### config.mk
export PLATFORM = sky130hd
export DESIGN_NAME = tff_count_ctrl
export DESIGN_NICKNAME = d
export VERILOG_FILES = /design/src/rtl/tff_count_ctrl.sv
export SDC_FILE = /design/constraint.sdc
export NUM_CORES = 1
export LEC_CHECK = 0
export BUFFER_PORTS_ARGS = -buffer_cell sky130_fd_sc_hd__buf_2
export CAP_MARGIN = 5
export CORE_MARGIN = 8
export CORE_UTILIZATION = 58
export DETAILED_ROUTE_END_ITERATION = 7
export HOLD_SLACK_MARGIN = 0.03
export PLACE_DENSITY_LB_ADDON = 0.2
export SYNTH_ARGS = -nofsm -noshare
export SYNTH_HDL_FRONTEND = slang
export SYNTH_SLANG_ARGS = --single-unit
### constraint.sdc
create_clock -name clk -period 6.6 [get_ports clk]
set_clock_uncertainty 0.15 [all_clocks]
set_input_delay 1.65 -clock clk [delete_from_list [all_inputs] [get_ports clk]]
set_output_delay 1.65 -clock clk [all_outputs]
set_load 0.05 [all_outputs]
### src/rtl/tff_count_ctrl.sv
// tff_count_ctrl: start/stop/clear session controller driving a bank of WIDTH
// toggle cells that together form a modulo-M up/down counter.
//
// The cells hold all count state. The controller only computes their T
// inputs, always as t_vec = count ^ next_count.
//
// Optional build macro TFF_ONESHOT_EN: the session ends after exactly M
// steps. The controller goes to DONE on the terminal count instead of
// wrapping. Without the macro the counter free-runs until stop.

module tff_count_ctrl #(
  parameter int WIDTH = 4
) (
  input  logic             clk,
  input  logic             rst,
  input  logic             start,
  input  logic             stop,
  input  logic             up,
  input  logic [WIDTH-1:0] mod_val,
  output logic [WIDTH-1:0] count,
  output logic [WIDTH-1:0] t_vec,
  output logic             busy,
  output logic             tc,
  output logic             done
);

  typedef enum logic [1:0] {
    S_IDLE  = 2'd0,
    S_RUN   = 2'd1,
    S_CLEAR = 2'd2,
    S_DONE  = 2'd3
  } state_t;

  state_t           state_q, state_d;
  logic             dir_q;       // latched direction: 1 = up
  logic [WIDTH-1:0] mm1_q;       // latched M-1 (mod_val 0 gives all ones)
  logic [WIDTH-1:0] next_count;  // value the cells must hold after this edge
  logic [WIDTH-1:0] last;        // count value that precedes a wrap

  // M-1 computed from the live inputs. mod_val==0 means M = 2^WIDTH, and the
  // modular subtraction produces all ones in that case.
  logic [WIDTH-1:0] live_mm1;
  assign live_mm1 = mod_val - WIDTH'(1);

  assign last = dir_q ? mm1_q : '0;

  // Toggle cell bank: each cell flips where its T input is high.
  // NOTE: sequential state uses non-blocking assignments, so every flop
  // samples pre-edge values no matter how the blocks are ordered.
  always_ff @(posedge clk or posedge rst) begin
    if (rst) count <= '0;
    else     count <= count ^ t_vec;
  end

  // Controller state register. Direction and modulus are captured on start.
  always_ff @(posedge clk or posedge rst) begin
    if (rst) begin
      state_q <= S_IDLE;
      dir_q   <= 1'b1;
      mm1_q   <= '0;
    end else begin
      state_q <= state_d;
      if (state_q == S_IDLE && start) begin
        dir_q <= up;
        mm1_q <= live_mm1;
      end
    end
  end

  // Next-state logic, next cell value, and session outputs.
  always_comb begin
    // NOTE: every output gets a default first, so no path through the case
    // can leave one unassigned and infer a latch.
    state_d    = state_q;
    next_count = count;
    tc         = 1'b0;
    done       = 1'b0;
    busy       = (state_q != S_IDLE);

    case (state_q)
      S_IDLE: begin
        // start wins over stop. stop has no effect here.
        if (start) begin
          next_count = up ? '0 : live_mm1;
          state_d    = S_RUN;
        end
      end

      S_RUN: begin
        tc = (count == last);
        if (stop) begin
          // stop overrides the count step, including the wrap step.
          state_d = S_CLEAR;
`ifdef TFF_ONESHOT_EN
        end else if (tc) begin
          // Up direction wraps the cells to 0. Down direction is already
          // at 0, so the cells stay there.
          next_count = '0;
          state_d    = S_DONE;
`endif
        end else if (dir_q) begin
          next_count = (count == mm1_q) ? '0 : count + WIDTH'(1);
        end else begin
          next_count = (count == '0) ? mm1_q : count - WIDTH'(1);
        end
      end

      S_CLEAR: begin
        next_count = '0;
        state_d    = S_DONE;
      end

      S_DONE: begin
        done    = 1'b1;
        state_d = S_IDLE;
      end

      default: state_d = S_IDLE;
    endcase
  end

  // T inputs are always exactly the bits that must change.
  assign t_vec = count ^ next_count;

endmodule

==> summary.log <==
[floorplanning] Initial Utilization 60.4%
[logic_synthesis] top cells by area in the synthesized netlist dfrtp_1, ha_1, nand2_1, xnor2_1, inv_1
[clocking] cell at the root of the clock tree clkbuf_4
[logic_synthesis] average cell area after synthesis 7.88 µm²
[critical_path] startpoint of the worst setup timing path mod_val[0]
[logic_synthesis] primary flip-flop cell chosen by synthesis mapping dfrtp_1
[detailed_routing] WL final 2570 µm
[logic_synthesis] post-synthesis cell type with the largest combined area dfrtp_1
[final_layout] ant diodes 0
[sta] final setup violation count 0
[final_layout] summed area of non-filler cells in the final layout 0.00115 mm²
[final_layout] layout net count 165
[detailed_routing] vias per inst 5.83
[logic_synthesis] cell area after synthesis 0.00103 mm²
[clocking] maximum level of the CTS H-tree 1
[critical_path] endpoint arrival time on the critical path 3.12 ns
[logic_synthesis] Synth async-reset ratio 100%
[global_routing] pin count of the biggest net entering global routing 16
[floorplanning] Total Die Area 0.00339 mm²
[global_routing] global-route total usage across every layer 16.3%
[clocking] CTS sink cnt 11
[clocking] count of cells resized by post-cts repair 0
[hold_path] origin of the worst min-delay path mm1_q[2]$_DFFE_PP0P_
[floorplanning] core area 0.00171 mm²
[clocking] total of hold buffers inserted after clock tree synthesis 0
[clocking] clock buffer count from CTS 3
[global_routing] initial antenna violation count 0
[place] post-DP HPWL 2020 µm
[sta] FMAX 203 MHz
[sta] worst-case hold slack 0.387 ns
[logic_synthesis] distinct cell type count of the synthesized netlist 38
[global_routing] number of global-route vias before repair 1044
[logic_synthesis] Ys Warns 0
[global_routing] overflow left after global routing 0
[sta] Least-Margin Pin Slew 0.476 ns
[sta] final critical delay including setup and external delays 4.92 ns
[floorplanning] number of top-level design ports 20
[sta] TNS Setup 0 ns
[global_routing] wire length of the first global-routing pass 4480 µm
[clocking] clk buf depth 2
[logic_synthesis] fraction of synthesized cell area taken by the top area cell type 24.2%
[floorplanning] vertical die dimension 58.2 µm
[logic_synthesis] post-synthesis instance total 131
[place] number of I/O port buffers 19
[detailed_routing] iteration-0 DRC count of the detailed router 31
[detailed_routing] number of detailed-route iterations in the first pass 4
[critical_path] Required @ worst endpoint 4.80 ns
[logic_synthesis] count of state elements after synthesis 11
[place] placed standard-cell area 0.00113 mm²
[detailed_routing] DRC viols 0
[clocking] clock transition at the registers of the reported paths 0.08 ns
[critical_path] Critical Path Sink Type primary output
[sta] RSZ-0062 raised after global routing no
[detailed_routing] DR WL/cell 14.8 µm
[logic_synthesis] portion of the post-synthesis area used by sequential elements 26.8%
[detailed_routing] Antenna Nets Post-Route 0
[outcome] outcome finished, final reports clean
[hold_path] worst hold path class reg -> reg
[sta] worst slew margin relative to its limit 68.3%
[floorplanning] # rows 15
[detailed_routing] vias after detailed routing 1008
[sta] final hold viol count 0
[final_layout] share of final-layout standard cells stronger than drive strength 1 20.3%
[logic_synthesis] number of synthesized flops with an enable pin 0
[sta] final count of pins violating max slew 0
[clocking] setup repair bufs after CTS 0
[clocking] TritonCTS clock tree built
[clocking] clock latency at the later pin of the worst-skew pair 0.27 ns
[sta] share of the clock period used by the worst path after layout 74.5%
[place] placer congestion estimate 0.884
[critical_path] maximum fanout encountered on the critical timing path 5
[critical_path] Setup CP Type in -> out
[critical_path] FF-to-FF Start count[0]$_DFF_PP0_
[final_layout] area added between synthesis and finish 11.9%
[logic_synthesis] post-synthesis net count 147
[job] number of maximum-capacitance violations 0
[critical_path] type of origin of the critical path primary input
[floorplanning] Die X 58.2 µm
==> cell type report <==
class	count	area, µm²
clock buffer	3	22.5
multi-input combinational	101	676
inverter	13	48.8
tap	25	31.3
clock inverter	1	5.00
fill	152	553
sequential	11	277
timing repair buffer	19	95.1
==> worst max-delay path: stages <==
cell      delay, ns
buf_2          0.13
inv_1          0.05
ha_1           0.20
xnor2_1        0.26
nor3_1         0.08
a211oi_1       0.27
mux2i_1        0.21
buf_2          0.27
==> cell usage after synthesis, types with 2 or more instances <==
cell	number
o21ai_0	9
clkbuf_1	4
a21oi_1	8
mux2i_1	2
nand4_1	3
inv_1	13
nor3b_1	2
or3_1	3
nor4b_1	2
a22oi_1	2
nand2_1	17
xnor2_1	7
nor2_1	12
dfrtp_1	10
ha_1	7
a41oi_1	2
mux2_2	3
nor3_1	4
nand3_1	2
==> path summary, 6_finish.rpt <==
kind | slack, ns | end | depth (start not counted)
hold / removal | 0.39 | mm1_q[2]$_DFFE_PP0P_ | 2
hold reg to reg | 0.39 | mm1_q[2]$_DFFE_PP0P_ | 2
setup / recovery | 1.68 | t_vec[2] | 8
min in group asynchronous | 1.23 | mm1_q[3]$_DFFE_PP0P_ | 2
setup reg to reg | 4.05 | count[1]$_DFF_PP0_ | 6
max in group asynchronous | 4.73 | dir_q$_DFFE_PP1P_ | 2
==> routing by layer <==
layer | share of wire [%] | global-route usage (%)
met2 | 49 | 27.1
met3 | 5.8 | 3.09
met1 | 44 | 19.8
met5 | 0 | 0
met4 | 1.4 | 7.34
==> sequential cells by signal (all words and copies together), names as in the netlist <==
name	flops
mm1_q	4
count	4
dir_q	1
state_q	2
==> cells in the final DEF (no fill, tap or decap), types with 3 or more instances in the layout <==
cell | Yosys | layout
o21ai_0 | 9 | 9
mux2_2 | 3 | 3
nor2_1 | 12 | 12
nand4_1 | 3 | 3
nand2_1 | 17 | 17
or3_1 | 3 | 3
ha_1 | 7 | 7
nor3_1 | 4 | 4
buf_2 | 1 | 19
clkbuf_4 | 0 | 3
dfrtp_1 | 10 | 10
xnor2_1 | 7 | 7
a21oi_1 | 8 | 8
inv_1 | 13 | 13
==> cell families after synthesis <==
group | after synthesis | share of synthesized area, %
compound gates | 33 | 22.8
xor+xnor | 7 | 5.94
fa+ha+maj | 7 | 8.48
buf+inv | 19 | 7.76
flops | 11 | 26.8
mux | 5 | 5.21
simple gates | 49 | 23.0
==> stage by stage <==
stage                     worst slack [ns]  utilization (%)  cells
after detailed placement              1.69             66.0    169
after global placement                1.73             66.0    169
after CTS                             1.67             67.6    173
after global routing                  1.62             67.6    173
after floorplan                       1.45                -    131
final                                 1.68             67.6    173
Power is not shown: default switching activity piles up to over one toggle a cycle in this logic, so the estimate is an artifact.
